File: src/rtl/if_fetch.sv
// Instruction fetch stage: issues one request per instruction and holds the fetched word until decode takes it.
// Optional macro IF_ALIGN_CHECK_EN adds the if_misalign fault path for unaligned PCs.
module if_fetch (
   input  logic        clk,
   input  logic        reset,
   input  logic [31:0] pc,
   input  logic        redirect,
   output logic        imem_req,
   output logic [31:0] imem_addr,
   input  logic        imem_gnt,
   input  logic        imem_rvalid,
   input  logic [31:0] imem_rdata,
   input  logic        id_ready,
   output logic        if_valid,
   output logic [31:0] if_instr,
   output logic [31:0] if_pc,
   output logic [31:0] if_pc4,
   output logic        if_kernel,
   output logic        pc_hold,
   output logic [31:0] fetch_cnt
`ifdef IF_ALIGN_CHECK_EN
   ,
   output logic        if_misalign
`endif
);

   typedef enum logic [1:0] {S_IDLE, S_REQ, S_WAIT, S_FULL} state_t;

   state_t      state_q, state_d;
   logic        drop_q, drop_d;
   logic [31:0] req_pc_q, req_pc_d;
   logic        valid_q, valid_d;
   logic [31:0] instr_q, instr_d;
   logic [31:0] ipc_q, ipc_d;
   logic [31:0] ipc4_q, ipc4_d;
   logic        kernel_q, kernel_d;
   logic [31:0] cnt_q, cnt_d;
   logic        mis_q, mis_d;
   logic        pc_unaligned;

`ifdef IF_ALIGN_CHECK_EN
   assign pc_unaligned = (pc[1:0] != 2'b00);
`else
   logic pc_lo_unused;
   assign pc_lo_unused = ^pc[1:0];
   assign pc_unaligned = 1'b0;
`endif

   assign imem_addr = {1'b0, pc[30:2], 2'b00};
   assign imem_req  = !reset && (state_q == S_REQ) && !pc_unaligned;
   assign pc_hold   = reset || !((state_q == S_FULL) && id_ready);

   always_comb begin
      state_d  = state_q;
      drop_d   = drop_q;
      req_pc_d = req_pc_q;
      valid_d  = valid_q;
      instr_d  = instr_q;
      ipc_d    = ipc_q;
      ipc4_d   = ipc4_q;
      kernel_d = kernel_q;
      cnt_d    = cnt_q;
      mis_d    = mis_q;
      case (state_q)
         S_IDLE: state_d = S_REQ;
         S_REQ: begin
            if (pc_unaligned) begin
               // Fault is reported through the normal FULL handshake so decode sees it in order.
               valid_d  = 1'b1;
               mis_d    = 1'b1;
               instr_d  = 32'd0;
               ipc_d    = pc;
               ipc4_d   = {pc[31], pc[30:0] + 31'd4};
               kernel_d = pc[31];
               state_d  = S_FULL;
            end else if (imem_gnt) begin
               req_pc_d = pc;
               drop_d   = redirect;
               state_d  = S_WAIT;
            end
         end
         S_WAIT: begin
            if (imem_rvalid) begin
               if (drop_q || redirect) begin
                  drop_d  = 1'b0;
                  state_d = S_REQ;
               end else begin
                  valid_d  = 1'b1;
                  mis_d    = 1'b0;
                  instr_d  = imem_rdata;
                  ipc_d    = req_pc_q;
                  ipc4_d   = {req_pc_q[31], req_pc_q[30:0] + 31'd4};
                  kernel_d = req_pc_q[31];
                  state_d  = S_FULL;
               end
            end else if (redirect) begin
               drop_d = 1'b1;
            end
         end
         S_FULL: begin
            if (redirect) begin
               valid_d = 1'b0;
               mis_d   = 1'b0;
               state_d = S_REQ;
            end else if (id_ready) begin
               valid_d = 1'b0;
               mis_d   = 1'b0;
               cnt_d   = cnt_q + 32'd1;
               state_d = S_REQ;
            end
         end
         default: state_d = S_IDLE;
      endcase
   end

   always_ff @(posedge clk) begin
      if (reset) begin
         state_q  <= S_IDLE;
         drop_q   <= 1'b0;
         req_pc_q <= 32'd0;
         valid_q  <= 1'b0;
         instr_q  <= 32'd0;
         ipc_q    <= 32'd0;
         ipc4_q   <= 32'd0;
         kernel_q <= 1'b0;
         cnt_q    <= 32'd0;
         mis_q    <= 1'b0;
      end else begin
         state_q  <= state_d;
         drop_q   <= drop_d;
         req_pc_q <= req_pc_d;
         valid_q  <= valid_d;
         instr_q  <= instr_d;
         ipc_q    <= ipc_d;
         ipc4_q   <= ipc4_d;
         kernel_q <= kernel_d;
         cnt_q    <= cnt_d;
         mis_q    <= mis_d;
      end
   end

   assign if_valid  = valid_q;
   assign if_instr  = instr_q;
   assign if_pc     = ipc_q;
   assign if_pc4    = ipc4_q;
   assign if_kernel = kernel_q;
   assign fetch_cnt = cnt_q;
`ifdef IF_ALIGN_CHECK_EN
   assign if_misalign = mis_q;
`else
   logic mis_unused;
   assign mis_unused = mis_q;
`endif

endmodule

File: config.mk
export PLATFORM = sky130hd
export DESIGN_NAME = if_fetch
export DESIGN_NICKNAME = d
export VERILOG_FILES = /design/src/rtl/if_fetch.sv
export SDC_FILE = /design/constraint.sdc
export NUM_CORES = 1
export LEC_CHECK = 0
export ABC_AREA = 0
export BUFFER_PORTS_ARGS = -buffer_cell sky130_fd_sc_hd__buf_2
export CAP_MARGIN = 20
export CELL_PAD_IN_SITES_DETAIL_PLACEMENT = 2
export CELL_PAD_IN_SITES_GLOBAL_PLACEMENT = 2
export CORE_MARGIN = 3
export CORE_UTILIZATION = 31
export DETAILED_ROUTE_END_ITERATION = 16
export GPL_TIMING_DRIVEN = 0
export PLACE_DENSITY = 0.89
export SYNTH_ARGS = -nofsm -noshare
export SYNTH_HDL_FRONTEND = slang
export SYNTH_SLANG_ARGS = --single-unit
File: constraint.sdc
create_clock -name clk -period 6 [get_ports clk]
set_input_delay 0.3 -clock clk [delete_from_list [all_inputs] [get_ports clk]]
set_output_delay 0.3 -clock clk [all_outputs]
set_load 0.05 [all_outputs]
# Word level (Yosys, flattened, before mapping)
# Index checks and enable logic that the tools add are counted.
# W data, S select, Z words.
# word_totals
out_inout_bits	164
ff_bits	165
wordCells	53
# classes
addsub	2
n_eq_ne	9
muxes	16
reduce_logical	15
n_bitwise	2
# ops
operator	count
$add A32 B1 Y32 const B	1
$add A31 B3 Y31 const B	1
$mux W2	5
$ne A3 B3 Y1 const B	3
$reduce_and A3 Y1	3
$mux W1	8
$pmux W2 S4	1
$reduce_and A4 Y1	2
$ne A2 B2 Y1 const B	3
$eq A2 B2 Y1 const B	2
$pmux W1 S2	2
$reduce_bool A2 Y1	2
$eq A2 B1 Y1 const B	1
$logic_and A1 B1 Y1	2
$logic_not A1 Y1	2
$logic_not A2 Y1	1
$logic_or A1 B1 Y1	2
$not A1 Y1	2
$reduce_and A2 Y1	1

# Longest topological paths before layout
# logic_depth
word_depth	4
mapped_depth	7
mapped_depth_nobuf	6

# Worst setup path before layout
# OpenSTA, ideal clock, no wires.
# synth_timing
path_kind	flip-flop to flip-flop
startpoint	register cnt_q[0], in the netlist fetch_cnt[0]
endpoint	register cnt_q[28], in the netlist fetch_cnt[28]
t_arrival_ps	2286
required_time_ps	5879
path_stages_with_launch	6
n_path_buf	0
setup_slack_ps	3593
path_cell_list	dfxtp_1 > ha_1 > nand3_1 > or4b_1 > nor4_1 > mux2_2
# synth_between
elab_chain_len	1
# synth_rtl
element	line	text
start: declaration	37	logic [31:0] cnt_q, cnt_d;
start signal: assignment	137	cnt_q <= cnt_d;
$add A32 B1 Y32	108	cnt_d = cnt_q + 32'd1;
# Every way passes these cells.
# A chain may end at the register's enable or synchronous reset.

# Final worst setup path
# layout_timing
startpoint	register state_q[0]
endpoint	register cnt_q[19], in the netlist fetch_cnt[19]
# layout_between
elab_chain_len	2
# layout_rtl
element	line	text
start: declaration	29	state_t state_q, state_d;
start signal: assignment	129	state_q <= state_d;
$eq A2 B2 Y1	64	case (state_q)
$reduce_and A3 Y1 (no line)	n/a	
# Every way passes these cells.

==> impl_metrics.env <==
export IMPL_worstPathRequired_ps=6310
export IMPL_routabilityCongestion=0.799
export IMPL_cts_setup_buffers=0
export IMPL_period_minus_slack_ps=2510
export IMPL_p_total_uw=2440
export IMPL_cts_hold_fix_buffers=0
export IMPL_cts_root_buf="clkbuf_16"
export IMPL_grt_max_degree=17
export IMPL_ys_flop_type="dfxtp_1"
export IMPL_vias_per_cell=5.22
export IMPL_hold_depth=3
export IMPL_hpwl_um=20500
export IMPL_tritoncts="done"
export IMPL_syn_inst=884
export IMPL_post_dp_cell_area_um2=8660
export IMPL_cp_max_fo=10
export IMPL_dp_slack_ps=3490
export IMPL_hold_class="input pin to register"
export IMPL_dr_pass1_iters=4
export IMPL_r2r_cells=6
export IMPL_ys_seq_elements=161
export IMPL_fmax_mhz=398
export IMPL_grt_overflow_total=0
export IMPL_reg2reg_setup_slack_ps=3490
export IMPL_status="complete, no violations"
export IMPL_yosys_area_share_xor_xnor=0.0245
export IMPL_slew_headroom=0.522
export IMPL_grt_pass1_wl_um=43400
export IMPL_std_cell_rows=54
export IMPL_hold_viol=0
export IMPL_antenna_cells=0
export IMPL_io_pins=234
export IMPL_final_nets=1210
export IMPL_synth_area_per_cell_um2=8.09
export IMPL_area_growth_pct=28.8
export IMPL_cts_buffers=17
export IMPL_synth_top_family_by_area="simple AND/OR/NAND/NOR gates"
export IMPL_cp_num_cells=6
export IMPL_num_fill_cells=2576
export IMPL_grt_pass1_vias=7933
export IMPL_layout_commonest_cell="buf_2"
export IMPL_synth_cell_types=53
export IMPL_wl_per_cell_um=19.7
export IMPL_fp_dieH_um=158
export IMPL_seq_area_frac_synth=0.450
export IMPL_drive_gt1_frac=0.290
export IMPL_synth_edf_count=0
export IMPL_ant_nets=0
export IMPL_antenna_found_initial=0
export IMPL_ir_drop_uv=177
export IMPL_timing_critical_path_buf_inv=1
export IMPL_tightest_slew_ps=717
export IMPL_clk_path_buf_depth=2
export IMPL_port_buffers=229
export IMPL_yosysWarnings=0
export IMPL_fp_coreArea_um2=22200
export IMPL_start_util=0.322
export IMPL_crit_slowest_cell="dfxtp_1"
export IMPL_cts_htree_levels=4
export IMPL_place_inst=1395
export IMPL_post_route_period_util=0.419
export IMPL_max_cap_violations=0
export IMPL_clk_pin_slew_worst_paths_ps=70
export IMPL_routed_wl_um=28100
export IMPL_clock_latency_ps=430
export IMPL_finalWorstSetupSlack_ps=3490
export IMPL_async_flop_share=0
export IMPL_vias=7450
export IMPL_cts_resized_gates=0
export IMPL_synthSimpleGateAreaFrac=0.274
export IMPL_drcViolationCount=0
export IMPL_die_area_um2=24900
export IMPL_synth_fa_ha_area_frac=0.0105
export IMPL_synth_compound_area_frac=0.142
export IMPL_setup_viol=0
export IMPL_fin_skew_ps=8.52
export IMPL_cpPeakStageDelay_ps=420
export IMPL_worstPathCellList="ha_1 -> and4b_1 -> nand3_1 -> clkbuf_1 -> nor4_1 -> mux2_2"
export IMPL_fp_dieW_um=158
export IMPL_clock_sinks=161
export IMPL_p_per_area_nw_per_um2=264
export IMPL_leakagePower_uw=0.00380
export IMPL_final_cell_mix="buf_2, nand2_1, dfxtp_1"
export IMPL_cp_arrival_ps=2830
export IMPL_cp_top_family="simple AND/OR/NAND/NOR gates"
export IMPL_synthMuxAreaShare=0.0124
export IMPL_grtUsageTotal=0.222
export IMPL_rsz0062_at_grt="false"
export IMPL_dr_first_iter_drc_count=284
export IMPL_slew_viol_final=0
export IMPL_syn_area_um2=7160
export IMPL_finalSetupTns_ps=0
export IMPL_instances_no_fill=1427
export IMPL_path_class="register to register"
export IMPL_worstSetupStartpointType="register"
export IMPL_crit_path_end_kind="register"
export IMPL_final_area_um2=9220
[layout make-up]
class                   count  area (um2)  area share
clock buffers              18         439      0.0477
inverters                   7        26.3     0.00285
repair buffers            229        1150       0.124
well taps                 280         350      0.0380
flip-flops and latches    161        3220       0.350
clock inverters            14         118      0.0128
plain buffers              98         589      0.0639
multi-input cells         620        3320       0.361
[stage by stage]
stage	utilization	hold slack, ps
after floorplan	-	432
after global placement	0.390	439
after detailed placement	0.390	446
after CTS	0.415	91.9
after global routing	0.415	90.8
final	0.415	106
[logic make-up (layout without fill, tap and decap cells)]
group	Yosys count	in the layout
AOI/OAI and AO/OA	174	174
xor gates and xnor gates	20	20
adders and majority gates	6	6
buffers and inverters	105	366
DFF	161	161
muxes	8	8
other	1	3
and+or+nand+nor	409	409
[path summary, 6_finish.rpt]
path | from | to
worst max-delay path | state_q[0] | fetch_cnt[19]
worst min register to register | if_instr[8] | if_instr[8]
worst min-delay path | pc[1] | req_pc_q[1]
worst max register to register | state_q[0] | fetch_cnt[19]
[power breakdown]
| part | internal [uW] | leakage (uW) | switching [uW] |
|---|---|---|---|
| clock | 554 | 0.000267 | 503 |
| sequential | 1090 | 0.00130 | 28.7 |
| combinational | 79.9 | 0.00223 | 178 |
| total | 1730 | 0.00380 | 710 |
[per-layer routing]
layer | global-route usage | share of wire | vias to the layer above
met5 | 0 | 0 | -
met1 | 0.262 | 0.41 | 3670
met4 | 0.0619 | 0.016 | 0
met2 | 0.404 | 0.52 | 214
met3 | 0.0470 | 0.057 | 28
li1 | - | - | 3538
[flip-flops by register name (all words and copies together) (netlist names)]
signal,cells
if_valid,1
state_q,2
if_instr,32
if_pc4,29
drop_q,1
fetch_cnt,32
if_pc,32
req_pc_q,32
[worst register-to-register path, cell delays in order, from the launching register on]
cell	delay, ps
dfxtp_1	420
ha_1	330
and4b_1	240
nand3_1	300
clkbuf_1	360
nor4_1	370
mux2_2	370
[cells in the mapped netlist, drive strengths merged (8+ instances only)]
cell      n  area [um2]
a311oi   10        87.6
xor2     14         123
nor2     56         210
a21oi   116         581
buf      59         443
and3     16         101
nor4     10        62.6
nand2   216         811
dfxtp   161        3220
nand3    18         100
o21ai     8        40.0
nor3     11        55.1
and4      8        71.3
a211oi   13        97.6
nand4    24         156
o31ai    21         158
clkbuf   39         146
or4      22         169
Note: power is estimated with default switching activity, not from simulation.
